`config.mk`:
```
export PLATFORM = sky130hd
export DESIGN_NAME = pipe_stage_buf
export DESIGN_NICKNAME = d
export VERILOG_FILES = /design/src/rtl/pipe_stage_buf.sv
export SDC_FILE = /design/constraint.sdc
export NUM_CORES = 1
export LEC_CHECK = 0
export BUFFER_PORTS_ARGS = -buffer_cell sky130_fd_sc_hd__buf_2
export CORE_AREA = 5 5 95 97
export DETAILED_ROUTE_END_ITERATION = 10
export DIE_AREA = 0 0 100 102
export GPL_ROUTABILITY_DRIVEN = 0
export PLACE_DENSITY_LB_ADDON = 0.3
export RECOVER_POWER = 25
export SKIP_CTS_REPAIR_TIMING = 1
export SYNTH_ARGS = -nofsm -noshare
export SYNTH_HDL_FRONTEND = slang
export SYNTH_SLANG_ARGS = --single-unit
```
`constraint.sdc`:
```
create_clock -name clk -period 4 [get_ports clk]
set_input_delay 0.8 -clock clk [delete_from_list [all_inputs] [get_ports clk]]
set_output_delay 0.8 -clock clk [all_outputs]
set_load 0.1 [all_outputs]
```
`src/rtl/pipe_stage_buf.sv`:
```
// pipe_stage_buf: inter-stage FIFO buffer that responds to both the writer and the reader
// handshakes, and can be flushed from the jump/branch path.
//   clk, rst                 clock and synchronous active-high reset
//   flush                    drops all entries and any request held across it
//   buf_we/buf_din/buf_wack  writer request, payload and one-cycle accept pulse
//   buf_re/buf_dout/buf_rack reader request, registered payload and one-cycle accept pulse
//   buf_avail, buf_count     registered non-empty flag and occupancy (0..DEPTH)
module pipe_stage_buf #(
  parameter int unsigned WIDTH = 32,
  parameter int unsigned DEPTH = 2,
  parameter int unsigned AW    = 1
) (
  input  logic             clk,
  input  logic             rst,
  input  logic             flush,
  input  logic             buf_we,
  input  logic [WIDTH-1:0] buf_din,
  output logic             buf_wack,
  output logic             buf_avail,
  input  logic             buf_re,
  output logic [WIDTH-1:0] buf_dout,
  output logic             buf_rack,
  output logic [AW:0]      buf_count
);

  logic [WIDTH-1:0] mem [DEPTH];
  logic [AW-1:0]    wr_ptr, rd_ptr;
  logic             wr_armed, rd_armed;
  logic             full_c, empty_c, wr_acc_c, rd_acc_c;
  logic [AW:0]      count_nxt_c;

  // Accept decisions use the pre-edge occupancy; there is no write-to-read bypass.
  always_comb begin
    full_c      = (buf_count == (AW+1)'(DEPTH));
    empty_c     = (buf_count == '0);
    wr_acc_c    = buf_we && wr_armed && !full_c && !flush;
    rd_acc_c    = buf_re && rd_armed && !empty_c && !flush;
    count_nxt_c = buf_count;
    if (wr_acc_c && !rd_acc_c) begin
      count_nxt_c = buf_count + (AW+1)'(1);
    end else if (rd_acc_c && !wr_acc_c) begin
      count_nxt_c = buf_count - (AW+1)'(1);
    end
  end

  // Storage array: contents need no reset.
  always_ff @(posedge clk) begin
    if (wr_acc_c && !rst) begin
      mem[wr_ptr] <= buf_din;
    end
  end

  // Control, pointers, handshake pulses and registered outputs.
  always_ff @(posedge clk) begin
    if (rst) begin
      wr_ptr    <= '0;
      rd_ptr    <= '0;
      wr_armed  <= 1'b1;
      rd_armed  <= 1'b1;
      buf_wack  <= 1'b0;
      buf_rack  <= 1'b0;
      buf_avail <= 1'b0;
      buf_dout  <= '0;
      buf_count <= '0;
    end else if (flush) begin
      // Disarm both sides so a request held across the flush must be re-raised.
      wr_ptr    <= '0;
      rd_ptr    <= '0;
      wr_armed  <= 1'b0;
      rd_armed  <= 1'b0;
      buf_wack  <= 1'b0;
      buf_rack  <= 1'b0;
      buf_avail <= 1'b0;
      buf_count <= '0;
    end else begin
      buf_wack  <= wr_acc_c;
      buf_rack  <= rd_acc_c;
      buf_count <= count_nxt_c;
      buf_avail <= (count_nxt_c != '0);
      if (wr_acc_c) begin
        wr_ptr <= wr_ptr + AW'(1);
      end
      if (rd_acc_c) begin
        rd_ptr   <= rd_ptr + AW'(1);
        buf_dout <= mem[rd_ptr];
      end
      // One entry per request: disarm on accept, re-arm only once the request drops.
      if (!buf_we) begin
        wr_armed <= 1'b1;
      end else if (wr_acc_c) begin
        wr_armed <= 1'b0;
      end
      if (!buf_re) begin
        rd_armed <= 1'b1;
      end else if (rd_acc_c) begin
        rd_armed <= 1'b0;
      end
    end
  end

endmodule

```
==> flow_metrics.env <==
export IMPL_postRouteAntennaNets=0
export IMPL_worstPathMaxFanout=36
export IMPL_drc=0
export IMPL_nFillCells=676
export IMPL_final_core_util=0.559
export IMPL_synth_main_ff_cell="edfxtp_1"
export IMPL_crit_chain="inv_1 > ha_1 > and4bb_4 > buf_4 > nor2_1 > a211oi_1"
export IMPL_pwr_share_seq=0.555
export IMPL_syn_nets=291
export IMPL_n_antenna_cell=0
export IMPL_antenna_found_initial=0
export IMPL_wl_mm=6.42
export IMPL_grt_usage=0.134
export IMPL_p_comb_frac=0.062
export IMPL_vias=2129
export IMPL_rows=33
export IMPL_grt_first_pass_wirelength_mm=10.4
export IMPL_nNetsFinal=361
export IMPL_synth_yosys_seq_area_share=0.714
export IMPL_yosysWarnings=0
export IMPL_clock_latency_ns=0.35
export IMPL_syn_area_per_cell_um2=15.2
export IMPL_drtIter0Drc=72
export IMPL_post_drt_wl_per_cell_um=14.9
export IMPL_clock_power_share=0.383
export IMPL_coreArea_mm2=0.00805
export IMPL_skew_ns=0.0126
export IMPL_grt_overflow=0
export IMPL_clk_pin_slew_ns=0.10
export IMPL_dr_pass1_iters=4
export IMPL_cts_max_level=3
export IMPL_p_int_mw=1.68
export IMPL_setup_violations=0
export IMPL_fmax_mhz=452
export IMPL_irDropWorstVdd_v=0.000220
export IMPL_rsz0062_at_grt="no"
export IMPL_switching_share=0.206
export IMPL_synth_edff_count=64
export IMPL_syn_to_final_growth_pct=17.1
export IMPL_hold_class="flip-flop to flip-flop"
export IMPL_async_flop_share=0
export IMPL_p_per_area_mw_per_mm2=470
export IMPL_crit_path_start_kind="flip-flop"
export IMPL_synth_cells=252
export IMPL_grt_max_degree=37
export IMPL_cp_slowest_stage_delay_ns=0.63
export IMPL_max_slew_margin=0.283
export IMPL_cts_root_buf="clkbuf_8"
export IMPL_leakagePower_nw=1.52
export IMPL_tightestPinTransition_ns=1.08
export IMPL_tns_ns=0
export IMPL_layout_drive_gt1_share=0.284
export IMPL_die_h_um=102
export IMPL_syn_area_mm2=0.00384
export IMPL_crit_type="flip-flop to flip-flop"
export IMPL_initial_core_util=0.477
export IMPL_outcome="complete, no violations"
export IMPL_ioPinCount=74
export IMPL_final_cell_count_no_fill=432
export IMPL_crit_slowest_cell="and4bb_4"
export IMPL_synth_seq_cells=105
export IMPL_crit_family="simple AND/OR/NAND/NOR gates"
export IMPL_layout_common_cells="64 x edfxtp_1, 54 x buf_2, 40 x dfxtp_1, 37 x nor2_1, 33 x mux2i_1"
export IMPL_cts_tree="yes"
export IMPL_maxCapViolCount=0
export IMPL_grt_pass1_vias=2126
export IMPL_yosysUniqueCellTypes=25
export IMPL_switchingPower_mw=0.435
export IMPL_avgViaCountPerCell=4.93
export IMPL_hpwl_mm=4.09
export IMPL_placedCellCount=416
export IMPL_mostFrequentLayoutCell="edfxtp_1"
export IMPL_crit_path_end_kind="flip-flop"
export IMPL_hold_viol_final=0
export IMPL_fin_crit_ns=2.21
export IMPL_hold_ws_ns=0.503
export IMPL_fp_dieArea_mm2=0.0102
export IMPL_dieWidth_um=100
export IMPL_crit_buf_inv=2
export IMPL_clock_path_buffers=2
export IMPL_cp_required_ns=4.27
export IMPL_clock_sinks=105
export IMPL_cts_inserted_buffers=9
export IMPL_min_period_over_period=0.552
export IMPL_portBuffers=73
export IMPL_worstPathArrival_ns=2.48
export IMPL_slew_viol_final=0
## path summary, 6_finish.rpt
path,startpoint,endpoint,slack [ns],cells after the start
max,buf_count[0]$_SDFF_PP0_,buf_dout[9]$_SDFFE_PP0P_,1.79,6
min,buf_dout[28]$_SDFFE_PP0P_,buf_dout[28]$_SDFFE_PP0P_,0.50,2
max reg2reg,buf_count[0]$_SDFF_PP0_,buf_dout[9]$_SDFFE_PP0P_,1.79,6
min reg2reg,buf_dout[28]$_SDFFE_PP0P_,buf_dout[28]$_SDFFE_PP0P_,0.50,2
## sequential cells by signal (all words and copies together) (netlist names)
| register | cells |
|---|---|
| rd_ptr | 1 |
| buf_rack | 1 |
| wr_ptr | 1 |
| rd_armed | 1 |
| buf_wack | 1 |
| mem | 64 |
| buf_dout | 32 |
| buf_avail | 1 |
| wr_armed | 1 |
| buf_count | 2 |
## through the flow
stage	setup WS, ns	instance area [µm²]	power (mW)
3_5_place_dp	1.42	4260	1.33
2_1_floorplan	0.666	3850	1.29
5_1_grt	1.54	4500	2.19
3_3_place_gp	1.47	4260	1.33
6_report	1.79	4500	2.11
4_1_cts	1.75	4520	2.14
## worst register-to-register path, delay by kind of cell, from the launching register on
kind | cells | cell delay, ns
AOI/OAI and AO/OA | 1 | 0.23
adders and majority gates | 1 | 0.21
DFF | 1 | 0.39
buffers and inverters | 2 | 0.57
and+or+nand+nor | 2 | 0.73
## routing by layer
layer	GRT usage	vias to the layer above	routed length, µm
li1	-	1069	-
met1	0.164	1011	2810
met2	0.223	43	3190
met3	0.0382	6	329
met4	0.0591	0	82
met5	0	-	0
## kinds of logic (layout without fill, tap and decap cells)
logic type,count (synthesis),after routing,synth area share
adders and majority gates,2,2,0.00651
and+or+nand+nor,51,51,0.0622
buffers and inverters,19,94,0.0326
DFF,105,105,0.714
xor gates and xnor gates,4,4,0.00912
AOI/OAI and AO/OA,38,38,0.0899
muxes,33,33,0.0860
## final cells by class
class	instances	area (µm²)	share of cell area
Tap cell	105	131	0.0292
Inverter	2	7.51	0.00167
Multi-Input combinational cell	128	991	0.220
Sequential cell	105	2740	0.610
Clock buffer	11	131	0.0292
Clock inverter	5	129	0.0287
Timing Repair Buffer	76	364	0.0809
## synthesized netlist by cell type (2+ instances only)
cell type / instances / area, µm²
clkbuf_1: 4 / 15.0
or2_2: 3 / 18.8
a211oi_2: 13 / 163
nor2b_1: 2 / 12.5
buf_2: 7 / 35.0
a211oi_1: 20 / 150
nand2_1: 3 / 11.3
xnor2_1: 4 / 35.0
edfxtp_1: 64 / 1920
a21oi_1: 2 / 10.0
mux2i_1: 33 / 330
nor2_1: 37 / 139
dfxtp_1: 41 / 821
buf_6: 6 / 67.6
ha_1: 2 / 25.0
inv_1: 2 / 7.51
## power groups by stage
stage / clock network, mW / logic (mW) / registers (mW)
2_1_floorplan: 0 / 0.0439 / 1.25
3_3_place_gp: 0 / 0.133 / 1.20
3_5_place_dp: 0 / 0.136 / 1.20
4_1_cts: 0.832 / 0.136 / 1.17
5_1_grt: 0.877 / 0.142 / 1.17
6_report: 0.809 / 0.132 / 1.17
Note: power is estimated with default switching activity, not from simulation.
